[src/rtl/sd_data_xfer_ctrl.sv]
// sd_data_xfer_ctrl
//   Multi-block transfer sequencer between the register/DMA layer and the
//   SD data serial host. One accepted command (direction + block count) is
//   expanded into one host start handshake per block. CRC results are collected
//   per block, each block has a watchdog, and abort requests are handled. The
//   transfer ends with a single done pulse and sticky error flags.
//
// Host handshake, one block:
//   host_start is held at 01 (write) or 10 (read) until host_finish is seen
//   high. host_start then returns to 00. The next block is not issued until
//   host_finish has been seen low again. Code 11 asks the host to abort and is
//   driven for exactly two cycles.
//
// Ports
//   sd_clk, rst      clock; asynchronous active-high reset
//   cmd_start        one-cycle command request, accepted only when idle
//   cmd_dir          0 = write, 1 = read (sampled with cmd_start)
//   cmd_blkcnt       number of blocks (sampled with cmd_start)
//   cmd_abort        one-cycle abort request
//   blk_tmo          per-block watchdog limit in cycles, 0 = disabled
//   host_start       start code to the host (00/01/10/11)
//   host_busy        host busy (checked by assertion only)
//   host_finish      host block finished
//   host_crc_ok      host CRC result, valid with host_finish on reads
//   xfer_busy        high from acceptance until the done pulse
//   xfer_done        one-cycle completion pulse
//   err_crc/tmo/abort sticky error flags of the current/last transfer
//   blk_done_o       blocks completed successfully
//   dbg_state        current FSM state, for debug and checkers
module sd_data_xfer_ctrl #(
    parameter int BLKCNT_W = 16,
    parameter int TMO_W    = 32
) (
    input  logic                sd_clk,
    input  logic                rst,
    input  logic                cmd_start,
    input  logic                cmd_dir,
    input  logic [BLKCNT_W-1:0] cmd_blkcnt,
    input  logic                cmd_abort,
    input  logic [TMO_W-1:0]    blk_tmo,
    output logic [1:0]          host_start,
    input  logic                host_busy,
    input  logic                host_finish,
    input  logic                host_crc_ok,
    output logic                xfer_busy,
    output logic                xfer_done,
    output logic                err_crc,
    output logic                err_tmo,
    output logic                err_abort,
    output logic [BLKCNT_W-1:0] blk_done_o,
    output logic [2:0]          dbg_state
);

    typedef enum logic [2:0] {
        S_IDLE     = 3'd0,
        S_ISSUE    = 3'd1,
        S_WAIT_BLK = 3'd2,
        S_RELEASE  = 3'd3,
        S_ABORT    = 3'd4,
        S_DONE     = 3'd5
    } state_t;

    state_t              r_state, w_state;
    logic                r_dir, w_dir;
    logic [BLKCNT_W-1:0] r_blkcnt, w_blkcnt;
    logic [TMO_W-1:0]    r_tmo, w_tmo;
    logic [TMO_W-1:0]    r_wdog, w_wdog;
    logic                r_abort_cnt, w_abort_cnt;
    logic [1:0]          r_host_start, w_host_start;
    logic                r_busy, w_busy;
    logic                r_done, w_done;
    logic                r_err_crc, w_err_crc;
    logic                r_err_tmo, w_err_tmo;
    logic                r_err_abort, w_err_abort;
    logic [BLKCNT_W-1:0] r_blk_done, w_blk_done;

    always_ff @(posedge sd_clk or posedge rst) begin
        if (rst) begin
            r_state      <= S_IDLE;
            r_dir        <= 1'b0;
            r_blkcnt     <= '0;
            r_tmo        <= '0;
            r_wdog       <= '0;
            r_abort_cnt  <= 1'b0;
            r_host_start <= 2'b00;
            r_busy       <= 1'b0;
            r_done       <= 1'b0;
            r_err_crc    <= 1'b0;
            r_err_tmo    <= 1'b0;
            r_err_abort  <= 1'b0;
            r_blk_done   <= '0;
        end else begin
            r_state      <= w_state;
            r_dir        <= w_dir;
            r_blkcnt     <= w_blkcnt;
            r_tmo        <= w_tmo;
            r_wdog       <= w_wdog;
            r_abort_cnt  <= w_abort_cnt;
            r_host_start <= w_host_start;
            r_busy       <= w_busy;
            r_done       <= w_done;
            r_err_crc    <= w_err_crc;
            r_err_tmo    <= w_err_tmo;
            r_err_abort  <= w_err_abort;
            r_blk_done   <= w_blk_done;
        end
    end

    always_comb begin
        w_state      = r_state;
        w_dir        = r_dir;
        w_blkcnt     = r_blkcnt;
        w_tmo        = r_tmo;
        w_wdog       = r_wdog;
        w_abort_cnt  = r_abort_cnt;
        w_host_start = r_host_start;
        w_busy       = r_busy;
        w_done       = 1'b0;
        w_err_crc    = r_err_crc;
        w_err_tmo    = r_err_tmo;
        w_err_abort  = r_err_abort;
        w_blk_done   = r_blk_done;

        case (r_state)
            S_IDLE: begin
                w_host_start = 2'b00;
                if (cmd_start) begin
                    w_dir       = cmd_dir;
                    w_blkcnt    = cmd_blkcnt;
                    w_tmo       = blk_tmo;
                    w_err_crc   = 1'b0;
                    w_err_tmo   = 1'b0;
                    w_err_abort = 1'b0;
                    w_blk_done  = '0;
                    w_busy      = 1'b1;
                    w_state     = (cmd_blkcnt == '0) ? S_DONE : S_ISSUE;
                end
            end
            S_ISSUE: begin
                if (cmd_abort) begin
                    w_err_abort  = 1'b1;
                    w_host_start = 2'b11;
                    w_abort_cnt  = 1'b0;
                    w_state      = S_ABORT;
                end else begin
                    w_host_start = r_dir ? 2'b10 : 2'b01;
                    w_wdog       = '0;
                    w_state      = S_WAIT_BLK;
                end
            end
            S_WAIT_BLK: begin
                // Priority: abort, then finish, then watchdog. A block that
                // finishes in the abort cycle is not counted.
                if (cmd_abort) begin
                    w_err_abort  = 1'b1;
                    w_host_start = 2'b11;
                    w_abort_cnt  = 1'b0;
                    w_state      = S_ABORT;
                end else if (host_finish) begin
                    if (r_dir && !host_crc_ok) begin
                        w_err_crc = 1'b1;
                    end else begin
                        w_blk_done = r_blk_done + BLKCNT_W'(1);
                    end
                    w_host_start = 2'b00;
                    w_state      = S_RELEASE;
                end else if ((r_tmo != '0) && (r_wdog == r_tmo)) begin
                    w_err_tmo    = 1'b1;
                    w_host_start = 2'b11;
                    w_abort_cnt  = 1'b0;
                    w_state      = S_ABORT;
                end else begin
                    w_wdog = r_wdog + TMO_W'(1);
                end
            end
            S_RELEASE: begin
                if (cmd_abort) begin
                    w_err_abort  = 1'b1;
                    w_host_start = 2'b11;
                    w_abort_cnt  = 1'b0;
                    w_state      = S_ABORT;
                end else if (!host_finish) begin
                    w_state = (r_err_crc || (r_blk_done == r_blkcnt)) ? S_DONE : S_ISSUE;
                end
            end
            S_ABORT: begin
                // host_start was set to 11 on entry; keep it one more cycle.
                if (!r_abort_cnt) begin
                    w_abort_cnt = 1'b1;
                end else begin
                    w_host_start = 2'b00;
                    w_state      = S_DONE;
                end
            end
            S_DONE: begin
                w_done  = 1'b1;
                w_busy  = 1'b0;
                w_state = S_IDLE;
            end
            default: begin
                w_host_start = 2'b00;
                w_state      = S_IDLE;
            end
        endcase
    end

    assign host_start = r_host_start;
    assign xfer_busy  = r_busy;
    assign xfer_done  = r_done;
    assign err_crc    = r_err_crc;
    assign err_tmo    = r_err_tmo;
    assign err_abort  = r_err_abort;
    assign blk_done_o = r_blk_done;
    assign dbg_state  = r_state;

    // The host must report busy while a block is outstanding.
    a_host_busy: assert property (@(posedge sd_clk) disable iff (rst)
        ((r_state == S_WAIT_BLK) && !host_finish) |-> host_busy);

endmodule
[config.mk]
export PLATFORM = sky130hd
export DESIGN_NAME = sd_data_xfer_ctrl
export DESIGN_NICKNAME = d
export VERILOG_FILES = /design/src/rtl/sd_data_xfer_ctrl.sv
export SDC_FILE = /design/constraint.sdc
export NUM_CORES = 1
export LEC_CHECK = 0
export CORE_MARGIN = 1.5
export CORE_UTILIZATION = 40
export CTS_BUF_LIST = sky130_fd_sc_hd__clkbuf_16
export DETAILED_ROUTE_END_ITERATION = 6
export SYNTH_ARGS = -nofsm -noshare
export SYNTH_HDL_FRONTEND = slang
export SYNTH_SLANG_ARGS = --single-unit
[constraint.sdc]
create_clock -name sd_clk -period 4.8 [get_ports sd_clk]
set_input_delay 1.2 -clock sd_clk [delete_from_list [all_inputs] [get_ports sd_clk]]
set_output_delay 1.2 -clock sd_clk [all_outputs]
set_load 0.02 [all_outputs]
; ---- After elaboration in Yosys (flattened, before gate mapping)
; Cells that the tools add are included.
[word_totals]
regBits = 108
latchBits = 0
mem_bits_rw = 0
romBits = 0
inputBits = 56
out_inout_bits = 26
elab_cells = 112
mem_count = 0
[op_classes]
n_addsub = 2
mul = 0
div_mod_pow = 0
n_lt_le_gt_ge = 0
eq_ne = 24
shift = 0
n_mux = 48
n_bitwise = 1
reduce_logical = 24
[ops]
columns = cell, n
row1 = $mux W32, 4
row2 = $mux W16, 4
row3 = $pmux W32 S2, 1
row4 = $add A32 B1 Y32 const B, 1
row5 = $eq A32 B32 Y1, 1
row6 = $pmux W16 S2, 1
row7 = $reduce_bool A32 Y1, 1
row8 = $mux W3, 10
row9 = $ne A2 B2 Y1 const B, 11
row10 = $reduce_and A5 Y1, 4
row11 = $add A16 B1 Y16 const B, 1
row12 = $eq A16 B16 Y1, 1
row13 = $logic_not A16 Y1, 1
row14 = $pmux W3 S5, 1
row15 = $mux W1, 14
row16 = $mux W2, 7
row17 = $reduce_and A4 Y1, 3
row18 = $pmux W2 S5, 1
row19 = $ne A3 B3 Y1 const B, 3
row20 = $pmux W1 S2, 4
row21 = $reduce_bool A2 Y1, 4
row22 = $eq A3 B2 Y1 const B, 2
row23 = $eq A3 B3 Y1 const B, 2
row24 = $ne A2 B1 Y1 const B, 2
row25 = 13 further kinds, 15

; ---- Logic depth before layout (Yosys ltp)
; Gate-level depths: netlist (run 1).
[logic_depth]
ltp_word = 6
depth_mapped = 9
depth_no_buf = 7

; ---- Least setup slack after synthesis (run 1)
; OpenSTA, ideal clock, no wires.
[synth_timing]
kind = input to register
start = in cmd_start
end = reg r_blk_done[13] (netlist: blk_done_o[13])
setup_time_ps = 132
arrival_ps = 2623
t_required_ps = 4668
setup_slack_ps = 2046
path_stages = 7
path_buffers = 1
cell_sequence = or4b_1 > clkbuf_1 > o31ai_4 > nand4_4 > nor4_1 > xnor2_1 > nor2_1
[synth_between]
elab_chain_cells = 2
[synth_lines]
columns = item, line
row1 = start: declaration, 36  ; input logic cmd_start,
row2 = $ne A2 B2 Y1 (no line), n/a
row3 = $reduce_and A5 Y1 (no line), n/a
row4 = end signal: assignment, 105  ; r_blk_done <= w_blk_done;
row5 = end: declaration, 75  ; logic [BLKCNT_W-1:0] r_blk_done, w_blk_done;
; No other way between the ends.
; A chain may end at the register's enable or synchronous reset.

; ---- Worst setup path after layout (run 1)
[layout_timing]
start = in host_finish
end = reg r_wdog[16]
[layout_between]
elab_chain_cells = 2
[layout_lines]
columns = item, line
row1 = start: declaration, 43  ; input logic host_finish,
row2 = $ne A2 B2 Y1 (no line), n/a
row3 = $reduce_and A5 Y1 (no line), n/a
row4 = end signal: assignment, 97  ; r_wdog <= w_wdog;
row5 = end: declaration, 67  ; logic [TMO_W-1:0] r_wdog, w_wdog;
; No other way between the ends.

==> reports/summary.txt, run 1 <==
CLOCK NETWORK
--------------------------------------------------------------------------------------------------------
Worst-Skew Late Latency                                                                          0.35 ns
Max Buffers Root-to-Sink                                                                               2
Clock Tree Root                                                                                clkbuf_16
Post-CTS clock slew at the launch and capture registers of the worst setup and hold paths        0.07 ns
Post-CTS setup buffer count                                                                            0
Number of buffers added to fix hold violations after cts                                               0
Number of sinks driven by the clock tree                                                             108
CTS tree                                                                                           built
Post-cts gate resize count                                                                             0
Number of clock buffers inserted by TritonCTS                                                          9
H-Tree Level Count                                                                                     3

SYNTHESIS
--------------------------------------------------------------------------------------------------------
Top FF cell, synth                                                                               dfrtp_1
Post-synthesis average cell area                                                              8.85 sq um
Cell taking the most area after synthesis                                                        dfrtp_1
Total standard cell area after synthesis                                                    0.00577 sq mm
Synth top area cells                                                                        dfrtp_1 (47%), nand2_1 (12%), xor2_1 (5.8%)
Synthesized instance count                                                                           652
Mapped Nets                                                                                          710
Top cell type's share of synthesized area                                                          46.8%
Number of distinct library cell variants in the gate-level netlist after synthesis                    50
Number of warnings reported in the yosys synthesis log                                                 0
Proportion of synthesized chip area in sequential cells                                            46.8%
Post-synthesis async set-or-reset flop share                                                        100%
Count of flip-flops with a built-in enable after synthesis                                             0
Seq cells post-synth                                                                                 108

WORST HOLD PATH
--------------------------------------------------------------------------------------------------------
Worst Hold Class                                                                              reg -> reg

ROUTE
--------------------------------------------------------------------------------------------------------
First-pass DRT Iterations                                                                              5
Met3 layer wire length in the routed design                                                       697 um
Number of vias after detailed routing                                                               4929
First-iteration detailed-routing DRC count                                                           407
Remaining routing DRC violations                                                                       0
Vias per Instance                                                                                   5.48
WL/cell                                                                                          16.8 um
Top routing layer in use                                                                            met4
Count of antenna-violating nets left after detailed routing                                            0
Routed WL                                                                                        15.1 mm
Wire length on met1                                                                              7.41 mm
Metal2 WL                                                                                        6.82 mm

STA
--------------------------------------------------------------------------------------------------------
Total negative slack for setup checks                                                               0 ns
RSZ-0062 raised after global routing                                                               false
Maximum operating frequency                                                                    0.302 GHz
Setup Skew                                                                                    0.00891 ns
Tmin final                                                                                       3.31 ns
Worst Max-Slew Pin Slew                                                                          1.11 ns
Hold Violations, Final                                                                                 0
Smallest setup slack after layout                                                                1.49 ns
Headroom to the max-slew limit                                                                     25.8%
Post-route worst hold slack                                                                     0.493 ns
Number of endpoints failing setup at the final stage                                                   0
Fin crit share                                                                                     68.9%
Number of max-slew violations in the final report                                                      0

GRT
--------------------------------------------------------------------------------------------------------
Global-route wire length before repair                                                           24.6 mm
Final global-route overflow total                                                                      0
Maximum number of pins on one net before global-route repair                                          65
Vias in the first global route                                                                      4696
Overall global routing resource usage                                                              21.2%
Initial antenna violation count                                                                        0

FINISH
--------------------------------------------------------------------------------------------------------
Final Core Density                                                                                 50.0%
FF+latch area                                                                               0.00270 sq mm
Most common cell after layout, fill and taps aside                                               nand2_1
Count of fill cells added during filler insertion                                                   1331
Combined area of the multi-input logic cells                                                0.00288 sq mm
Commonest cells after routing, fill and taps aside                                          nand2_1 (184), dfrtp_1 (108), clkdlybuf4s50_1 (80)
Post-layout nets                                                                                     772
Number of inserted diodes                                                                              0
Area Growth Syn to Fin                                                                             21.2%
Share of post-route cells with drive strength above 1                                              4.45%

SETUP PATH
--------------------------------------------------------------------------------------------------------
Worst setup EP type                                                                            flip-flop
Category of the most critical setup path                                                       in -> reg
Data arrival time at the worst-slack endpoint                                                    3.54 ns
R2R setup slack                                                                                  1.77 ns
Start point of the critical path                                                             host_finish
Kind of start point of the critical path                                                       input pin
R2r worst-path depth                                                                                   7
CP max FO                                                                                             30
Req. time, crit path                                                                             5.04 ns
End of the worst register-to-register path                                                    r_wdog[11]
Termination of the worst setup path                                                           r_wdog[16]
Startpoint of the worst register-to-register path                                              r_wdog[2]

DIE
--------------------------------------------------------------------------------------------------------
Initial core utilization                                                                           41.2%
Die footprint                                                                               0.0152 sq mm
Core region area                                                                            0.0140 sq mm
Num rows                                                                                              43
Vertical extent of the die                                                                        123 um
Horizontal die dimension                                                                          123 um
Io pins                                                                                               82

POWER AND IR DROP
--------------------------------------------------------------------------------------------------------
Pwr per Cell Area                                                                            468 mW/mm^2
VDD IR max                                                                                      0.253 mV
Leakage power figure                                                                             3.27 nW
Pwr Total                                                                                        3.27 mW

FLOW RUN
--------------------------------------------------------------------------------------------------------
Max-capacitance violation count                                                                        0

OUTCOME
--------------------------------------------------------------------------------------------------------
Outcome                                                                                     complete, no violations

PLACEMENT
--------------------------------------------------------------------------------------------------------
Number of buffers inserted by port buffering                                                          80
Placed wire-length estimate                                                                      10.8 mm
Post-Place Worst Slack                                                                           1.10 ns
Final weighted congestion in routability-driven placement                                          0.898

through the flow:
| stage | cell area, sq um | instances |
|---|---|---|
| detailed placement | 6710 | 883 |
| floorplan | 5770 | 652 |
| CTS | 6990 | 899 |
| global placement | 6710 | 883 |
| finish | 6990 | 899 |
| global route | 6990 | 899 |
power breakdown:
part           internal, mW  switching (mW)  leakage [nW]
Sequential             1.18           0.333          1.42
Clock                 0.399           0.342         0.147
Combinational         0.456           0.559          1.70
critical path, cell delays in order:
cell and delay [ns]:
clkdlybuf4s50_1 0.51, nor2_1 0.27, a21oi_1 0.11, or4_1 0.92, a221o_1 0.53
per-layer routing:
metal	GRT usage [%]	vias up
li1	-	2386
met1	31.6	2417
met2	31.8	118
met3	3.37	8
met4	5.89	0
met5	0	-
cells by family (layout without fill, tap and decap cells):
| group | count (synthesis) | count (layout) | share of synthesized area (%) |
|---|---|---|---|
| adder cells (fa/ha/maj) | 2 | 2 | 0.434 |
| buffers and inverters | 45 | 112 | 3.43 |
| AO/OA/AOI/OAI | 68 | 68 | 9.17 |
| flip-flops | 108 | 108 | 46.8 |
| XOR/XNOR | 62 | 62 | 9.41 |
| AND/OR/NAND/NOR | 364 | 364 | 30.1 |
| multiplexers | 3 | 3 | 0.564 |
synth_stat cells, types with 2 or more instances:
cell       count
a211o_1        3
a21oi_1        7
a221o_1       17
a22o_1         3
and2_1         4
and3_1        20
and3b_1        2
and4_1         7
buf_2         10
buf_4          2
clkbuf_1      24
dfrtp_1      108
ha_1           2
inv_1          7
mux2_2         2
nand2_1      184
nand2b_1       3
nand3_1       16
nand4_1       18
nor2_1        48
nor2b_1        6
nor3_1        10
nor4_1        32
o211ai_1       3
o21a_1         2
o21ai_0       16
o22a_1         8
o2bb2ai_1      2
o31ai_1        2
or3_1          3
or4_1          2
xnor2_1       24
xor2_1        38
how the worst min path moves through the flow:
stage             startpoint       endpoint  slack, ns  cells past startpoint
3_5_place_dp   host_start[1]  host_start[1]       0.48                      1
5_1_grt        host_start[1]  host_start[1]       0.52                      1
6_report       host_start[1]  host_start[1]       0.49                      1
2_1_floorplan    r_blkcnt[0]    r_blkcnt[0]       0.47                      2
4_1_cts        host_start[1]  host_start[1]       0.50                      1
3_3_place_gp   host_start[0]  host_start[0]       0.48                      1
sequential cells by signal (all words and copies together), names as in the netlist, 2 cells and up:
name / flops
r_wdog: 32
host_start: 2
r_tmo: 32
r_blkcnt: 16
blk_done_o: 16
dbg_state: 3
cell type report:
cell class	instances	share of cell area (%)
multi-input combinational	499	41.2
sequential	108	38.7
timing repair buffer	89	12.4
clock buffer	9	3.22
tap	180	3.22
clock inverter	7	0.877
inverter	7	0.412
Power figures use the tool's default switching activity.
==> run 2, diff against run 1 <==
==> constraint.sdc (replaced) <==
create_clock -name sd_clk -period 2.9 [get_ports sd_clk]
set_input_delay 0.725 -clock sd_clk [delete_from_list [all_inputs] [get_ports sd_clk]]
set_output_delay 0.725 -clock sd_clk [all_outputs]
set_load 0.02 [all_outputs]
==> run 2 against run 1 <==
  * Worst setup slack worse by 1.2 ns
  * First-iteration DRC count increased by 15%
  * Register-to-register slack lost 1.5 ns
  * Routed wire length shrank 0.42%
  * Flip-flop and latch count unchanged
  * Largest power group unchanged
  * Highest routed layer unchanged
==> reports/summary.txt, run 2 (synthesis results as in run 1) <==
OUTCOME
--------------------------------------------------------------------------------------------------------
Outcome                                                                                     complete, no violations

STA
--------------------------------------------------------------------------------------------------------
Tmin final                                                                                       2.60 ns
Hold Violations, Final                                                                                 0
Post-route worst hold slack                                                                     0.489 ns
Fin crit share                                                                                     89.6%
Total negative slack for setup checks                                                               0 ns
RSZ-0062 raised after global routing                                                               false
Number of max-slew violations in the final report                                                      0
Headroom to the max-slew limit                                                                     61.9%
Number of endpoints failing setup at the final stage                                                   0
Worst Max-Slew Pin Slew                                                                         0.572 ns
Setup Skew                                                                                    0.00793 ns
Maximum operating frequency                                                                    0.385 GHz

SETUP PATH
--------------------------------------------------------------------------------------------------------
Start point of the critical path                                                                r_tmo[0]
Req. time, crit path                                                                             3.14 ns
R2R setup slack                                                                                  0.30 ns
Kind of start point of the critical path                                                       flip-flop
Worst setup EP type                                                                            flip-flop
Category of the most critical setup path                                                      reg -> reg
Startpoint of the worst register-to-register path                                               r_tmo[0]
Data arrival time at the worst-slack endpoint                                                    2.84 ns
CP max FO                                                                                             32

GRT
--------------------------------------------------------------------------------------------------------
Global-route wire length before repair                                                           24.5 mm
Overall global routing resource usage                                                              21.2%
Initial antenna violation count                                                                        0
Final global-route overflow total                                                                      0
Vias in the first global route                                                                      4612
Maximum number of pins on one net before global-route repair                                         109

WORST HOLD PATH
--------------------------------------------------------------------------------------------------------
Startpoint of the most critical hold path                                                   host_start[0]
Worst Hold Class                                                                              reg -> reg

CLOCK NETWORK
--------------------------------------------------------------------------------------------------------
Worst-Skew Late Latency                                                                          0.35 ns
Number of sinks driven by the clock tree                                                             108
CTS tree                                                                                           built
Post-CTS clock slew at the launch and capture registers of the worst setup and hold paths        0.07 ns
Max Buffers Root-to-Sink                                                                               2
Clock Tree Root                                                                                clkbuf_16
Number of clock buffers inserted by TritonCTS                                                          9
H-Tree Level Count                                                                                     3
Number of buffers added to fix hold violations after cts                                               0
Post-CTS setup buffer count                                                                            0
Post-cts gate resize count                                                                             0

POWER AND IR DROP
--------------------------------------------------------------------------------------------------------
Pwr Total                                                                                        5.44 mW
Flop pwr share                                                                                     44.9%
Leakage power figure                                                                             3.33 nW
VDD IR max                                                                                      0.414 mV
Clock share of power                                                                               21.8%
Logic gate share of total power                                                                    33.3%
Internal cell power                                                                              3.42 mW
Pwr per Cell Area                                                                            765 mW/mm^2
Switching portion of total power                                                                   37.1%
Net Switching                                                                                    2.02 mW

PLACEMENT
--------------------------------------------------------------------------------------------------------
Number of buffers inserted by port buffering                                                          80
Final weighted congestion in routability-driven placement                                          0.840
Placed wire-length estimate                                                                      10.6 mm

DIE
--------------------------------------------------------------------------------------------------------
Die footprint                                                                               0.0152 sq mm
Horizontal die dimension                                                                          123 um
Vertical extent of the die                                                                        123 um
Io pins                                                                                               82
Initial core utilization                                                                           41.2%
Num rows                                                                                              43
Core region area                                                                            0.0140 sq mm

ROUTE
--------------------------------------------------------------------------------------------------------
Count of antenna-violating nets left after detailed routing                                            0
Routed WL                                                                                        15.0 mm
Remaining routing DRC violations                                                                       0
First-pass DRT Iterations                                                                              5
First-iteration detailed-routing DRC count                                                           469
WL/cell                                                                                          16.5 um
Vias per Instance                                                                                   5.37
Number of vias after detailed routing                                                               4885

FINISH
--------------------------------------------------------------------------------------------------------
Share of post-route cells with drive strength above 1                                              5.49%
Area Growth Syn to Fin                                                                             23.3%
Commonest cells after routing, fill and taps aside                                          nand2_1 (184), dfrtp_1 (108), clkdlybuf4s50_1 (80)
Count of fill cells added during filler insertion                                                   1359
FF+latch area                                                                               0.00270 sq mm
Combined area of the multi-input logic cells                                                0.00288 sq mm
Number of inserted diodes                                                                              0
Post-layout nets                                                                                     783
Most common cell after layout, fill and taps aside                                               nand2_1
Largest registers                                                                           r_tmo: 32 flops, r_wdog: 32 flops
Final Core Density                                                                                 50.8%

FLOW RUN
--------------------------------------------------------------------------------------------------------
Max-capacitance violation count                                                                        0

==> run 2: area by class of cell <==
class                           count  share of cell area [%]
Multi-Input combinational cell    499                    40.5
Sequential cell                   108                    38.0
Timing Repair Buffer              100                    14.1
Clock buffer                        9                    3.17
Tap cell                          180                    3.17
Clock inverter                      6                   0.686
Inverter                            7                   0.422
==> run 2: worst paths after layout <==
check,end,cells after the start
setup / recovery,r_wdog[14],7
hold / removal,host_start[0],1
hold reg to reg,host_start[0],1
max in group asynchronous,blk_done_o[7],3
min in group asynchronous,r_tmo[19],3
setup reg to reg,r_wdog[14],7
==> run 2: metrics by stage <==
step	instances	cell area [sq um]	worst slack [ns]
global placement	894	6840	0.124
floorplan	652	5770	0.621
global route	909	7110	0.212
finish	909	7110	0.301
detailed placement	894	6840	0.115
CTS	909	7110	0.290
==> run 2: power by group through the flow <==
stage | clock [mW] | sequential, mW | combinational [mW]
finish | 1.19 | 2.44 | 1.82
detailed placement | 0 | 2.46 | 1.83
global route | 1.27 | 2.51 | 2.06
floorplan | 0 | 2.37 | 1.24
global placement | 0 | 2.45 | 1.79
CTS | 1.21 | 2.44 | 1.83
==> run 2: worst max-delay path, stage by stage (launching register included) <==
cell and delay [ns]:
dfrtp_1 0.42, nor4_1 0.42, nand4_1 0.15, nor2_1 0.29, nor4_1 0.10, or4_1 0.53, buf_12 0.20, a221o_1 0.36
==> run 2: metal layers <==
layer | share of wire (%) | track usage (%)
met2 | 43 | 29.7
met3 | 5.1 | 3.23
met5 | 0 | 0
met4 | 1.1 | 5.39
met1 | 51 | 33.7
==> run 3, diff against run 2 <==
--- a/config.mk
+++ b/config.mk
@@ -6,9 +6,10 @@
 export NUM_CORES = 1
 export LEC_CHECK = 0
 export CORE_MARGIN = 1.5
-export CORE_UTILIZATION = 40
+export CORE_UTILIZATION = 45
 export CTS_BUF_LIST = sky130_fd_sc_hd__clkbuf_16
 export DETAILED_ROUTE_END_ITERATION = 6
+export DONT_BUFFER_PORTS = 1
 export SYNTH_ARGS = -nofsm -noshare
 export SYNTH_HDL_FRONTEND = slang
 export SYNTH_SLANG_ARGS = --single-unit
==> run 3 against run 2 <==
  * Sequential share of layout area increased by 4.8 points
  * Total power decreased by 1.0%
  * Global-route usage is 1.6 points higher
  * First-iteration DRC count is 48% lower
  * Sequential power grew 2%
  * Non-clock buffer count is 83 lower
  * Combinational power is 13% lower
  * Largest cell class unchanged
  * Largest power group unchanged
==> reports/summary.txt, run 3 (synthesis results as in run 1) <==
SETUP PATH
--------------------------------------------------------------------------------------------------------
Worst setup EP type                                                                            flip-flop
R2R setup slack                                                                                  0.35 ns
Data arrival time at the worst-slack endpoint                                                    2.85 ns
Category of the most critical setup path                                                      reg -> reg
Kind of start point of the critical path                                                       flip-flop
Req. time, crit path                                                                             3.20 ns
CP max FO                                                                                             32

DIE
--------------------------------------------------------------------------------------------------------
Vertical extent of the die                                                                        116 um
Core region area                                                                            0.0126 sq mm
Initial core utilization                                                                           45.9%
Horizontal die dimension                                                                          116 um
Io pins                                                                                               82
Num rows                                                                                              41
Die footprint                                                                               0.0135 sq mm

CLOCK NETWORK
--------------------------------------------------------------------------------------------------------
Post-CTS clock slew at the launch and capture registers of the worst setup and hold paths        0.07 ns
Post-CTS setup buffer count                                                                            0
Worst-Skew Late Latency                                                                          0.36 ns
Clock Tree Root                                                                                clkbuf_16
H-Tree Level Count                                                                                     3
Number of clock buffers inserted by TritonCTS                                                          9
Number of buffers added to fix hold violations after cts                                               0
Post-cts gate resize count                                                                             0
CTS tree                                                                                           built
Max Buffers Root-to-Sink                                                                               2
Number of sinks driven by the clock tree                                                             108

STA
--------------------------------------------------------------------------------------------------------
Number of endpoints failing setup at the final stage                                                   0
Tmin final                                                                                       2.55 ns
Setup Skew                                                                                    0.00964 ns
Maximum operating frequency                                                                    0.392 GHz
Fin crit share                                                                                     88.1%
Headroom to the max-slew limit                                                                     41.5%
Total negative slack for setup checks                                                               0 ns
Worst Max-Slew Pin Slew                                                                         0.875 ns
Number of max-slew violations in the final report                                                      0
Hold Violations, Final                                                                                 0
RSZ-0062 raised after global routing                                                               false

GRT
--------------------------------------------------------------------------------------------------------
Maximum number of pins on one net before global-route repair                                          65
Most Used Layer, Global Route                                                                       met1
Overall global routing resource usage                                                              22.8%
Global-route track usage on met2                                                                   31.0%
Global-route wire length before repair                                                           23.5 mm
Met1 Usage GRT                                                                                     35.7%
Initial antenna violation count                                                                        0
Vias in the first global route                                                                      4397
Global-route met3 utilization                                                                      4.41%
Final global-route overflow total                                                                      0

FLOW RUN
--------------------------------------------------------------------------------------------------------
Max-capacitance violation count                                                                        0

FINISH
--------------------------------------------------------------------------------------------------------
FF+latch area                                                                               0.00270 sq mm
Most common cell after layout, fill and taps aside                                               nand2_1
Combined area of the multi-input logic cells                                                0.00288 sq mm
Count of fill cells added during filler insertion                                                   1198
Share of post-route cells with drive strength above 1                                              6.35%
Commonest cells after routing, fill and taps aside                                          nand2_1 (184), dfrtp_1 (108), nor2_1 (48)
Largest registers                                                                           r_tmo: 32 flops, r_wdog: 32 flops
Final Instance Count excl. Fillers                                                                   818
Final Core Density                                                                                 50.2%
Number of inserted diodes                                                                              0
Area Growth Syn to Fin                                                                             9.41%
Post-layout nets                                                                                     700

PLACEMENT
--------------------------------------------------------------------------------------------------------
Placed wire-length estimate                                                                      10.3 mm
DP Cell Count                                                                                        803
Number of buffers inserted by port buffering                                                           0
Final weighted congestion in routability-driven placement                                          0.839

ROUTE
--------------------------------------------------------------------------------------------------------
WL/cell                                                                                          17.8 um
First-iteration detailed-routing DRC count                                                           245
Number of vias after detailed routing                                                               4688
First-pass DRT Iterations                                                                              6
Routed WL                                                                                        14.5 mm
Count of antenna-violating nets left after detailed routing                                            0
Remaining routing DRC violations                                                                       0
Vias per Instance                                                                                   5.73

POWER AND IR DROP
--------------------------------------------------------------------------------------------------------
VDD IR max                                                                                      0.466 mV
Pwr per Cell Area                                                                            853 mW/mm^2
Leakage power figure                                                                             3.03 nW
Pwr Total                                                                                        5.39 mW

WORST HOLD PATH
--------------------------------------------------------------------------------------------------------
Worst Hold Class                                                                             in -> async

OUTCOME
--------------------------------------------------------------------------------------------------------
Outcome                                                                                     complete, no violations

-- run 3: changes by cell type in the layout (fill, tap and decap cells not counted) --
cell             before  now
or4b_2                0    1
clkinv_1              3    1
inv_1                 8    7
buf_4                16   13
clkdlybuf4s50_1      80    0
bufinv_16             1    2
clkinv_4              0    1
or4b_1                1    0
clkinv_2              0    1
-- run 3: critical path: stages, from the launching register on --
cell and delay, ns:
dfrtp_1 0.47, xor2_1 0.19, nor4_1 0.37, nand4_1 0.21, nor4_1 0.60, or4_1 0.25, buf_12 0.20, a221o_1 0.17
-- run 3: layout make-up --
cell class	count	share of cell area, %
multi-input combinational	499	45.6
tap	172	3.41
inverter	7	0.476
timing repair buffer	17	2.81
clock buffer	9	3.57
clock inverter	6	1.29
sequential	108	42.8
-- run 3: final timing paths --
kind                                   from     endpoint  cells after the start
worst max-delay path              r_wdog[2]   r_wdog[16]                      7
worst min-delay path                    rst    r_tmo[18]                      1
worst max register to register    r_wdog[2]   r_wdog[16]                      7
worst min register to register  r_blkcnt[1]  r_blkcnt[1]                      2
max in group asynchronous               rst   r_wdog[25]                      2
min in group sd_clk             blk_tmo[15]    r_tmo[15]                      2
-- run 3: layer usage --
metal	share of wire, %	wire (um)	up-vias
met3	6.4	935	18
li1	-	-	2244
met4	1.8	263	0
met5	0	0	-
met2	43	6220	152
met1	49	7100	2274
-- run 3: per-stage QoR --
stage,setup WS [ns],instance area (sq um),hold WS (ns)
2_1_floorplan,0.621,5770,0.467
3_3_place_gp,0.408,6010,0.482
3_5_place_dp,0.394,6010,0.490
4_1_cts,0.367,6310,0.433
5_1_grt,0.192,6310,0.466
6_report,0.346,6310,0.405
-- run 3: where the power goes --
part	switching [mW]	internal [mW]	leakage (nW)	total [mW]
registers	0.543	1.96	1.42	2.50
clock network	0.547	0.746	0.154	1.29
logic	0.912	0.682	1.46	1.59
total	2.00	3.38	3.03	5.39
